<file path="config.mk">
export PLATFORM = sky130hd
export DESIGN_NAME = pipeline_mem
export DESIGN_NICKNAME = d
export VERILOG_FILES = /design/src/rtl/pipeline_mem.sv
export SDC_FILE = /design/constraint.sdc
export NUM_CORES = 1
export LEC_CHECK = 0
export BUFFER_PORTS_ARGS = -buffer_cell sky130_fd_sc_hd__buf_2
export CORE_AREA = 3 3 173 175
export CTS_CLUSTER_SIZE = 14
export DETAILED_ROUTE_END_ITERATION = 8
export DIE_AREA = 0 0 176 178
export PLACE_DENSITY = 0.73
export RECOVER_POWER = 25
export SLEW_MARGIN = 15
export SYNTH_ARGS = -nofsm -noshare
export SYNTH_HDL_FRONTEND = slang
export SYNTH_SLANG_ARGS = --single-unit
export TNS_END_PERCENT = 5
</file>
<file path="constraint.sdc">
create_clock -name clk -period 6.45 [get_ports clk]
set_clock_uncertainty 0.2 [all_clocks]
set_input_delay 0.3225 -clock clk [delete_from_list [all_inputs] [get_ports clk]]
set_output_delay 0.3225 -clock clk [all_outputs]
set_load 0.01 [all_outputs]
</file>
<file path="src/rtl/pipeline_mem.sv">
// pipeline_mem: memory stage; one load/store per instruction over req/ack, then holds the writeback record.
// Optional PIPELINE_MEM_MISALIGN_TRAP_EN: misaligned accesses trap to writeback instead of being aligned down.
module pipeline_mem #(
    parameter int ADDR_WIDTH = 64,
    parameter int DATA_WIDTH = 64
) (
    input  logic                  clk,
    input  logic                  reset,
    input  logic                  in_valid,
    output logic                  in_ready,
    input  logic [DATA_WIDTH-1:0] ex_res,
    input  logic [DATA_WIDTH-1:0] r2_val_mem,
    input  logic [4:0]            mem_dst_reg,
    input  logic [31:0]           next_mem_opcode,
    input  logic [2:0]            next_mem_operation_size,
    input  logic                  ecall_mem,
    output logic                  dmem_req,
    output logic                  dmem_we,
    output logic [ADDR_WIDTH-1:0] dmem_addr,
    output logic [DATA_WIDTH-1:0] dmem_wdata,
    output logic [7:0]            dmem_wstrb,
    input  logic                  dmem_ack,
    input  logic [DATA_WIDTH-1:0] dmem_rdata,
    output logic                  wb_valid,
    input  logic                  wb_ready,
    output logic                  wb_we,
    output logic [4:0]            wb_dst_reg,
    output logic [DATA_WIDTH-1:0] wb_data,
    output logic                  wb_ecall,
    output logic                  wb_misaligned
);
    typedef enum logic [1:0] {IDLE, ACCESS, OUT} state_t;
    state_t state, state_nx;
    logic [DATA_WIDTH-1:0] res, sdata, wbd, sh, ld_data;
    logic [4:0] dst;
    logic [1:0] sz;
    logic ld, st, u, ecall, mis;
    logic in_ld, in_st, in_mis, xfer;
    logic [2:0] o, off;
    logic [7:0] strb_base;
    state_t go;

    assign in_ld = next_mem_opcode == 32'd1;
    assign in_st = next_mem_opcode == 32'd2;
    assign in_ready = (state == IDLE) | (state == OUT & wb_ready);
    assign xfer = in_valid & in_ready;
    assign o = res[2:0];
`ifdef PIPELINE_MEM_MISALIGN_TRAP_EN
    assign in_mis = (in_ld | in_st) & (
        (next_mem_operation_size[1:0] == 2'd1 & ex_res[0]) |
        (next_mem_operation_size[1:0] == 2'd2 & |ex_res[1:0]) |
        (next_mem_operation_size[1:0] == 2'd3 & |ex_res[2:0]));
    assign off = o;
    assign wb_misaligned = wb_valid & mis;
`else
    assign in_mis = 1'b0;
    // Silently align the lane offset down to the access size.
    assign off = sz == 2'd1 ? {o[2:1], 1'b0} : sz == 2'd2 ? {o[2], 2'b00} : sz == 2'd3 ? 3'd0 : o;
    assign wb_misaligned = 1'b0;
`endif

    assign go = (in_ld | in_st) & ~in_mis ? ACCESS : OUT;

    always_comb begin
        state_nx = state;
        state_nx = xfer ? go :
                   (state == ACCESS & dmem_ack) ? OUT :
                   (state == OUT & wb_ready) ? IDLE : state;
    end

    assign sh = dmem_rdata >> {off, 3'b000};
    assign ld_data = sz == 2'd0 ? {{56{sh[7] & ~u}}, sh[7:0]} :
                     sz == 2'd1 ? {{48{sh[15] & ~u}}, sh[15:0]} :
                     sz == 2'd2 ? {{32{sh[31] & ~u}}, sh[31:0]} : sh;
    assign strb_base = sz == 2'd0 ? 8'h01 : sz == 2'd1 ? 8'h03 : sz == 2'd2 ? 8'h0F : 8'hFF;

    assign dmem_req = state == ACCESS;
    assign dmem_we = dmem_req & st;
    assign dmem_addr = {res[ADDR_WIDTH-1:3], 3'b000};
    assign dmem_wdata = sdata << {off, 3'b000};
    assign dmem_wstrb = strb_base << off;

    assign wb_valid = state == OUT;
    assign wb_we = wb_valid & (dst != 5'd0) & ~st & ~mis;
    assign wb_dst_reg = dst;
    assign wb_data = wbd;
    assign wb_ecall = ecall;

    always_ff @(posedge clk or posedge reset) begin
        if (reset) begin
            state <= IDLE;
            res <= '0;
            sdata <= '0;
            wbd <= '0;
            dst <= '0;
            sz <= '0;
            ld <= 1'b0;
            st <= 1'b0;
            u <= 1'b0;
            ecall <= 1'b0;
            mis <= 1'b0;
        end else begin
            state <= state_nx;
            if (xfer) begin
                res <= ex_res;
                sdata <= r2_val_mem;
                dst <= mem_dst_reg;
                sz <= next_mem_operation_size[1:0];
                u <= next_mem_operation_size[2];
                ld <= in_ld;
                st <= in_st;
                ecall <= ecall_mem;
                mis <= in_mis;
                wbd <= (in_ld | in_st) ? '0 : ex_res;
            end else if (state == ACCESS & dmem_ack) begin
                wbd <= ld ? ld_data : '0;
            end
        end
    end
endmodule
</file>
==> metrics.txt <==
Post-Syn Area per Cell=8.22 sq um; drt via density=5.65; crit end category=primary output; Slew @ Worst Pin=2.92 ns; share of layout cells above drive strength 1=0.250; drt pass-1 iters=5; number of synthesized flops with an enable pin=0; die footprint=0.0313 sq mm; antenna violations before repair=10; Critical Path RT=approximately 6 ns; Final Hold Viols=0; I/O pins=450; clock latency on the worst-skew pair=roughly 0.52 ns; CTS Buffer Depth=3; number of post-CTS setup repair buffers=0; Final min period=4.79 ns; worst vdd ir=0.000156 V; Synth Flop Type=dfrtp_1; min-delay worst type=input port to register; CP Class=register to primary output; DRT iter0 DRCs=1328; Max-slew headroom=-0.947; row count=62; Layout area overhead=34.5%; Global Route Usage Sum=0.319; CTS tree=yes; HPWL after DPL=36200 um; post-synthesis cell type count=53; Core Footprint=about 0.029 sq mm; Final ANT Viol Nets=0; vias in the first global route=~13000; Congestion Overflow GR=0; # resized after CTS=0; # DRC=0; RePlAce Congestion=around 0.99; post-synthesis sequential area ratio=0.418; Slew Limit Fails=133; Setup TNS Final=0 ns; failing checks=capacitance limit, slew limit; final WL=52000 um; CTS sink count=205; static leakage power=8.21 nW; wire length per cell=roughly 22 um; FF+latch count, synth=between 200 and 250; H-tree depth=1; asr flop ratio synth=1.00; Nets=~2200; number of I/O port buffers=445; crit path DAT=4.27 ns; Max-cap violations=1; Num CTS Buffers=25; DR vias=roughly 13000; largest net degree at the start of global routing=205; CTS Root Cell=clkbuf_16; Max Freq=~0.21 GHz; largest fanout on the critical path=99; Die Height=178 um; Initial Util=0.428; placed inst area=0.0142 sq mm; Power Dens Cells=280 mW/mm^2; design area=about 0.016 sq mm; Synth Instances=1492; Clock transition at path regs=0.06 ns; mapped cell area=0.0123 sq mm; Syn. warnings=0; Horiz. Die Dim=176 um; final period utilization=0.743; status=finished, violations left; first-pass GRT wire length=approximately 80000 um; RSZ-0062 raised after global routing=no; final setup fails=0; CP Launch Type=register
[logic make-up after synthesis]
kind of cell	count (synthesis)	share of synthesized area
buffers and inverters	188	0.0803
XOR/XNOR	1	0.000714
flip-flops	205	0.418
AO/OA/AOI/OAI	276	0.153
other	1	0.000306
multiplexers	78	0.0980
AND/OR/NAND/NOR	743	0.249
[worst paths after layout]
check                               startpoint        endpoint  slack, ns  cells past startpoint
worst max-delay path                     sz[0]  dmem_wdata[37]       1.66                      5
worst min register to register         res[27]         res[27]       0.27                      2
min in group asynchronous                reset   wb_dst_reg[1]       1.04                      3
worst min-delay path            dmem_rdata[48]     wb_data[48]       0.02                      3
max in group asynchronous                reset         res[19]       2.95                      4
worst max register to register           sz[0]     wb_data[28]       2.28                      5
[per-stage QoR]
stage               hold slack [ns]  std cells  utilization  power (mW)  worst slack [ns]
floorplan                     0.228       1495            -        2.52             0.332
global placement              0.252       2160        0.497        3.06              2.38
detailed placement            0.257       2160        0.497        3.07              2.32
CTS                         0.00649       2350        0.579        4.63              1.74
global route                 0.0288       2355        0.576        4.83              1.38
finish                       0.0155       2359        0.576        4.62              1.66
[worst max-delay path, stage by stage, from the launching register on]
cell,delay (ns)
dfrtp_1,0.96
nand2_1,0.72
nand2_4,1.03
nor2_1,0.47
a22o_1,0.39
buf_2,0.16
[power by group]
group          switching (mW)  internal (mW)
Clock                   0.569          0.913
Combinational           0.903          0.595
Sequential              0.178           1.46
[timing repair]
item | CTS | global route
hold endpoints to repair | 334 | 0
hold buffers | 148 | 0
setup endpoints to repair | 0 | 0
[area by class of cell]
type / instances / area, sq um
Sequential cell: 205 / 5130
Antenna cell: 9 / 22.5
Clock inverter: 11 / 168
Timing Repair Buffer: 608 / 3740
Fill cell: 2603 / 12100
Multi-Input combinational cell: 1102 / 6230
Clock buffer: 31 / 688
Tap cell: 384 / 480
Inverter: 9 / 37.5
[cells in the final DEF (no fill, tap or decap), types with 3 or more instances in the layout]
master           n
and2_1          16
clkbuf_1        80
a32o_1           9
mux2i_1         38
a22o_1           8
a22oi_1         22
clkbuf_16       25
o21ai_0         54
clkbuf_8         4
a31oi_1         19
nor4_1           9
conb_1           4
or2_2            3
clkinvlp_4       3
dfrtp_1        204
dlygate4sd3_1  148
buf_4           14
a32oi_1         47
a21boi_0        13
bufinv_16        4
buf_2          367
clkinv_2         3
nor2_1          72
diode_2          9
nand3_1         41
nand2_1        551
nor3_2           3
a21oi_1         42
o21ai_1         24
nor2b_1          6
nand4_1          3
a21o_1           8
a211oi_1        11
mux2_2           7
inv_1            8
mux4_2          33
a31o_2           8
and3_1          10
nor3_1           7
nand2b_1         9
[per-layer routing]
layer | global-route usage | part of all wire
met4 | 0.133 | 0.048
met5 | 0 | 0.00073
met2 | 0.567 | 0.50
met3 | 0.0598 | 0.084
met1 | 0.381 | 0.37
[synth_stat cells, drive strengths merged (3+ instances only)]
cell    instances  share of area
a211oi         11         0.0067
a21boi         14         0.0086
a21o            8         0.0049
a21oi          43          0.018
a22o            8         0.0057
a22oi          22          0.013
a31o            8         0.0057
a31oi          19         0.0097
a32o            9         0.0073
a32oi          47          0.034
and2           16         0.0082
and3           10         0.0051
buf            97          0.052
clkbuf         82          0.025
dfrtp         205           0.42
inv             9         0.0028
mux2            7         0.0064
mux2i          38          0.031
mux4           33          0.061
nand2         553           0.17
nand2b         10         0.0051
nand3          42          0.018
nand4           3         0.0015
nor2           72          0.022
nor2b           7         0.0036
nor3           10         0.0049
nor4            9         0.0046
o21ai          78          0.032
or2             3         0.0015
Note: power is estimated with default switching activity, not from simulation.
